===== src/rtl/analysis_seq.sv =====
// Peak-bin finder: captures a 16-bin complex frame and scans it one bin per cycle for the largest re^2+im^2.
// Latency: capture edge E0 -> done/freq valid for the cycle after E16.
// Backpressure: a frame strobe is ignored while busy and reported by a one-cycle overrun pulse.
//
// Ports:
//   clk, rst            sole clock; synchronous active-high reset
//   fft_valid           frame strobe, fft_d0..fft_d15 sampled on that edge
//   fft_d0..fft_d15     bin k = {re[31:16], im[15:0]}, two's complement
//   busy                high while the captured frame is being scanned
//   done                one-cycle pulse, freq (and amp_max) valid
//   freq                index of the peak-magnitude bin, held until the next result
//   overrun             one-cycle pulse, a strobe arrived while busy and was dropped
//   amp_max             peak magnitude, present only when ANALYSIS_SEQ_AMP_OUT_EN is defined
//
// Build option: define ANALYSIS_SEQ_AMP_OUT_EN to add the amp_max output and its register.

module analysis_seq (
  input  logic        clk,
  input  logic        rst,
  input  logic        fft_valid,
  input  logic [31:0] fft_d0,
  input  logic [31:0] fft_d1,
  input  logic [31:0] fft_d2,
  input  logic [31:0] fft_d3,
  input  logic [31:0] fft_d4,
  input  logic [31:0] fft_d5,
  input  logic [31:0] fft_d6,
  input  logic [31:0] fft_d7,
  input  logic [31:0] fft_d8,
  input  logic [31:0] fft_d9,
  input  logic [31:0] fft_d10,
  input  logic [31:0] fft_d11,
  input  logic [31:0] fft_d12,
  input  logic [31:0] fft_d13,
  input  logic [31:0] fft_d14,
  input  logic [31:0] fft_d15,
  output logic        busy,
  output logic        done,
  output logic [3:0]  freq,
  output logic        overrun
`ifdef ANALYSIS_SEQ_AMP_OUT_EN
  ,
  output logic [31:0] amp_max
`endif
);

  typedef enum logic [1:0] {
    ST_IDLE = 2'd0,
    ST_SCAN = 2'd1,
    ST_DONE = 2'd2
  } state_e;

  state_e      state_q;
  logic [31:0] bin_q [16];
  logic [3:0]  cnt_q;
  logic [31:0] run_max_q;
  logic [3:0]  run_idx_q;
  logic        busy_q;
  logic        done_q;
  logic        overrun_q;
  logic [3:0]  freq_q;
`ifdef ANALYSIS_SEQ_AMP_OUT_EN
  logic [31:0] amp_max_q;
`endif

  // Flatten the bin ports so capture can be a simple loop.
  logic [31:0] fft_in [16];
  assign fft_in[0]  = fft_d0;
  assign fft_in[1]  = fft_d1;
  assign fft_in[2]  = fft_d2;
  assign fft_in[3]  = fft_d3;
  assign fft_in[4]  = fft_d4;
  assign fft_in[5]  = fft_d5;
  assign fft_in[6]  = fft_d6;
  assign fft_in[7]  = fft_d7;
  assign fft_in[8]  = fft_d8;
  assign fft_in[9]  = fft_d9;
  assign fft_in[10] = fft_d10;
  assign fft_in[11] = fft_d11;
  assign fft_in[12] = fft_d12;
  assign fft_in[13] = fft_d13;
  assign fft_in[14] = fft_d14;
  assign fft_in[15] = fft_d15;

  // The one squarer pair works on whichever captured bin the counter selects.
  logic [31:0]        cur_bin;
  logic signed [31:0] cur_re;
  logic signed [31:0] cur_im;
  logic signed [31:0] sq_re;
  logic signed [31:0] sq_im;
  logic [31:0]        amp;

  assign cur_bin = bin_q[cnt_q];
  assign cur_re  = {{16{cur_bin[31]}}, cur_bin[31:16]};
  assign cur_im  = {{16{cur_bin[15]}}, cur_bin[15:0]};
  assign sq_re   = cur_re * cur_re;
  assign sq_im   = cur_im * cur_im;
  // Each square is at most 2^30, so the unsigned sum peaks at exactly 2^31 and never wraps.
  assign amp     = $unsigned(sq_re) + $unsigned(sq_im);

  // Strictly-greater replacement keeps the lowest index on ties.
  logic        amp_gt;
  logic [31:0] run_max_d;
  logic [3:0]  run_idx_d;

  assign amp_gt    = (amp > run_max_q);
  assign run_max_d = amp_gt ? amp : run_max_q;
  assign run_idx_d = amp_gt ? cnt_q : run_idx_q;

  always_ff @(posedge clk) begin
    if (rst) begin
      state_q   <= ST_IDLE;
      cnt_q     <= 4'd0;
      run_max_q <= 32'd0;
      run_idx_q <= 4'd0;
      busy_q    <= 1'b0;
      done_q    <= 1'b0;
      overrun_q <= 1'b0;
      freq_q    <= 4'd0;
`ifdef ANALYSIS_SEQ_AMP_OUT_EN
      amp_max_q <= 32'd0;
`endif
      for (int i = 0; i < 16; i++) begin
        bin_q[i] <= 32'd0;
      end
    end else begin
      done_q    <= 1'b0;
      overrun_q <= 1'b0;
      case (state_q)
        // DONE lasts one cycle and accepts a new frame exactly like IDLE,
        // which gives back-to-back frames with no idle gap.
        ST_IDLE, ST_DONE: begin
          if (fft_valid) begin
            for (int i = 0; i < 16; i++) begin
              bin_q[i] <= fft_in[i];
            end
            cnt_q     <= 4'd0;
            run_max_q <= 32'd0;
            run_idx_q <= 4'd0;
            busy_q    <= 1'b1;
            state_q   <= ST_SCAN;
          end else begin
            busy_q  <= 1'b0;
            state_q <= ST_IDLE;
          end
        end

        ST_SCAN: begin
          // A strobe here is dropped; the in-flight frame is untouched.
          overrun_q <= fft_valid;
          run_max_q <= run_max_d;
          run_idx_q <= run_idx_d;
          cnt_q     <= cnt_q + 4'd1;
          if (cnt_q == 4'd15) begin
            // Result is taken from the next-state values so bin 15 counts.
            freq_q  <= run_idx_d;
`ifdef ANALYSIS_SEQ_AMP_OUT_EN
            amp_max_q <= run_max_d;
`endif
            done_q  <= 1'b1;
            busy_q  <= 1'b0;
            state_q <= ST_DONE;
          end
        end

        default: begin
          busy_q  <= 1'b0;
          state_q <= ST_IDLE;
        end
      endcase
    end
  end

  assign busy    = busy_q;
  assign done    = done_q;
  assign freq    = freq_q;
  assign overrun = overrun_q;
`ifdef ANALYSIS_SEQ_AMP_OUT_EN
  assign amp_max = amp_max_q;
`endif

endmodule


===== config.mk =====
export PLATFORM = sky130hd
export DESIGN_NAME = analysis_seq
export DESIGN_NICKNAME = d
export VERILOG_FILES = /design/src/rtl/analysis_seq.sv
export SDC_FILE = /design/constraint.sdc
export NUM_CORES = 2
export LEC_CHECK = 0
export BUFFER_PORTS_ARGS = -buffer_cell sky130_fd_sc_hd__buf_2
export CORE_MARGIN = 2
export CORE_UTILIZATION = 55
export CTS_CLUSTER_DIAMETER = 200
export CTS_CLUSTER_SIZE = 8
export DETAILED_ROUTE_END_ITERATION = 12
export GPL_TIMING_DRIVEN = 0
export PLACE_DENSITY = 0.74
export SYNTH_ARGS = -nofsm -noshare
export SYNTH_HDL_FRONTEND = slang
export SYNTH_SLANG_ARGS = --single-unit
export TNS_END_PERCENT = 10

===== constraint.sdc =====
create_clock -name clk -period 27.4 [get_ports clk]
set_input_delay 5.48 -clock clk [delete_from_list [all_inputs] [get_ports clk]]
set_output_delay 5.48 -clock clk [all_outputs]
set_load 0.005 [all_outputs]

==> impl_metrics.tcl <==
set metrics [dict create \
    outcome "finished clean" \
    std_cell_rows 102 \
    critPathArrivalTime_ns 13.53 \
    synth_fp_nets 4752 \
    worstHoldStart "run_max_q[13]$_SDFFE_PP0P_" \
    synthesis.area_sq_um 43100 \
    end_kind "flop" \
    area_delta_synth_final_pct 15.0 \
    wl_microns 136000 \
    ys_ff_latch 564 \
    final-hold-violation-count 0 \
    ff2ff_path_depth 42 \
    max_slew_margin 0.0800 \
    timing.rr.end "run_idx_q[1]$_SDFFE_PP0P_" \
    grt_usage 0.344 \
    final_max_slew_viol_count 0 \
    clkSinkCount 564 \
    clk_latency_ns 0.65 \
    cts_max_path_buffers 3 \
    required_ns 27.91 \
    hold_end "run_max_q[13]$_SDFFE_PP0P_" \
    maxCapViolCount 0 \
    grt_pass1_vias 31200 \
    cts-root-buf "clkbuf_16" \
    via_count 29600 \
    ios 522 \
    ys_types 67 \
    whs_path_depth 2 \
    synth_warnings 0 \
    yosys.area.top_type "edfxtp_1" \
    period_needed_ns 13.01 \
    io_buffers 521 \
    drt_iter0_drc 2994 \
    final_core_util 0.640 \
    avgViaCountPerCell 5.65 \
    grt_max_degree 75 \
    cpMostUsedCell "fa_1" \
    fmax_mhz 76.8 \
    cp_max_fo 10 \
    cts_made_buffers 80 \
    die_h_microns 284 \
    gp_congestion 0.943 \
    cts_tree "built" \
    fillers 6042 \
    cts_hold_buf 0 \
    cts_max_level 3 \
    clkTransAtPathRegs_ns 0.05 \
    setup_viol 0 \
    grt_overflow 0 \
    drt_pre_antenna_iters 5 \
    hold_class "reg -> reg" \
    antenna_found_initial 44 \
    rrSetupSlack_ns 14.39 \
    start_kind "flop" \
    drive_gt1_frac 0.213 \
    fin_crit_sh 0.475 \
    yosysTopAreaCellShare 0.357 \
    synth_commonest_cells "684 x inv_1, 519 x fa_1, 512 x edfxtp_1" \
    hpwl_microns 110000 \
    grt_setup_unrepaired "no" \
    syn_inst 3534 \
    post_cts_resized 0 \
    worstSetupPathType "reg -> reg" \
    post_cts_buffers 0 \
    synth_flop_cell "edfxtp_1" \
    clock_skew_ns 0.0694 \
    setup_tns_ns 0 \
    async_flop_share 0 \
    ant_nets 0 \
    synth_seq_area_share 0.381 \
    synth.avg_cell_area_sq_um 12.2 \
    wl_per_cell_microns 26.0 \
    initial_core_util 0.556 \
    die_area_sq_um 80600 \
    nets 5363 \
    synth-edff-count 512 \
    slowest_stage "buf_1" \
    tightest_slew_ns 1.38 \
    drc 0 \
    core_sq_um 77500 \
    grt_pass1_wl_microns 198000 \
    worst_path_largest_cell_delay_ns 0.79 \
    yosysMostFrequentCell "inv_1" \
    die_w_microns 284 \
    synthTopCellsByArea "edfxtp_1 36%, fa_1 24%, mux4_2 7.6%" \
]
==> critical path: cells and delay by family, from the launching register on <==
| kind | cells | cell delay, ns |
|---|---|---|
| DFF | 1 | 0.40 |
| AOI/OAI and AO/OA | 5 | 1.56 |
| muxes | 2 | 0.84 |
| and+or+nand+nor | 11 | 2.17 |
| adders and majority gates | 10 | 4.53 |
| xor gates and xnor gates | 1 | 0.14 |
| buffers and inverters | 13 | 3.23 |
==> routing by layer <==
metal | global-route usage | up-vias | wire length [microns]
met3 | 0.0578 | 359 | 10800
met1 | 0.413 | 15000 | 47600
met4 | 0.227 | 10 | 10200
met5 | 0 | - | 77
met2 | 0.577 | 1574 | 67600
li1 | - | 12600 | -
==> cells in the final DEF, fill, tap and decap left out, types with 93 or more instances in the layout <==
cell      netlist  layout
mux4_2        145     145
clkbuf_1       84      93
inv_1         684     684
nor2_1        165     165
and2_1        331     331
nand2_1       209     209
ha_1          184     184
nor2b_1       194     194
buf_2          39     560
edfxtp_1      512     512
fa_1          519     519
==> logic make-up after synthesis <==
family,Yosys count,synth area share
compound gates,175,0.0272
xor+xnor,60,0.0122
fa+ha+maj,703,0.295
buf+inv,858,0.0788
flops,564,0.381
mux,179,0.0842
simple gates,995,0.122
==> stage by stage <==
step / instances / cell area [sq um] / worst slack [ns] / hold WS, ns
final: 5232 / 49600 / 14.39 / 0.467
after global routing: 5224 / 49600 / 13.96 / 0.493
after CTS: 5201 / 49500 / 14.57 / 0.468
after detailed placement: 5103 / 47200 / 14.65 / 0.460
after global placement: 5095 / 47000 / 3.28 / 0.454
after floorplan: 3534 / 43100 / 8.47 / 0.448
==> registers in the layout, summed over array words and instances (netlist names), named ones only <==
register   flops
run_max_q     32
run_idx_q      4
overrun        1
cnt_q          4
done           1
freq           4
bin_q        512
state_q        2
==> worst max path at each step <==
| stage | start | endpoint | slack (ns) | depth (start not counted) |
|---|---|---|---|---|
| 3_5_place_dp | flop | run_idx_q[1]$_SDFFE_PP0P_ | 14.65 | 37 |
| 2_1_floorplan | rst | bin_q[0][0]$_SDFFCE_PN0P_ | 8.47 | 2 |
| 4_1_cts | flop | run_idx_q[1]$_SDFFE_PP0P_ | 14.57 | 42 |
| 5_1_grt | flop | run_max_q[25]$_SDFFE_PP0P_ | 13.96 | 42 |
| 6_report | flop | run_idx_q[1]$_SDFFE_PP0P_ | 14.39 | 42 |
| 3_3_place_gp | rst | bin_q[0][31]$_SDFFCE_PN0P_ | 3.28 | 3 |
==> area by class of cell <==
class | instances | area [sq um] | area share
Timing Repair Buffer | 529 | 2810 | 0.0567
Clock buffer | 90 | 2040 | 0.0411
Sequential cell | 564 | 16400 | 0.331
Buffer | 150 | 741 | 0.0149
Clock inverter | 8 | 240 | 0.00485
Tap cell | 1040 | 1300 | 0.0262
Antenna cell | 31 | 77.6 | 0.00156
Inverter | 708 | 2660 | 0.0536
Multi-Input combinational cell | 2112 | 23300 | 0.470
Power is left out: the tool's default activity adds up to more than one toggle a clock period on the data nets, which glitch-free logic cannot reach.
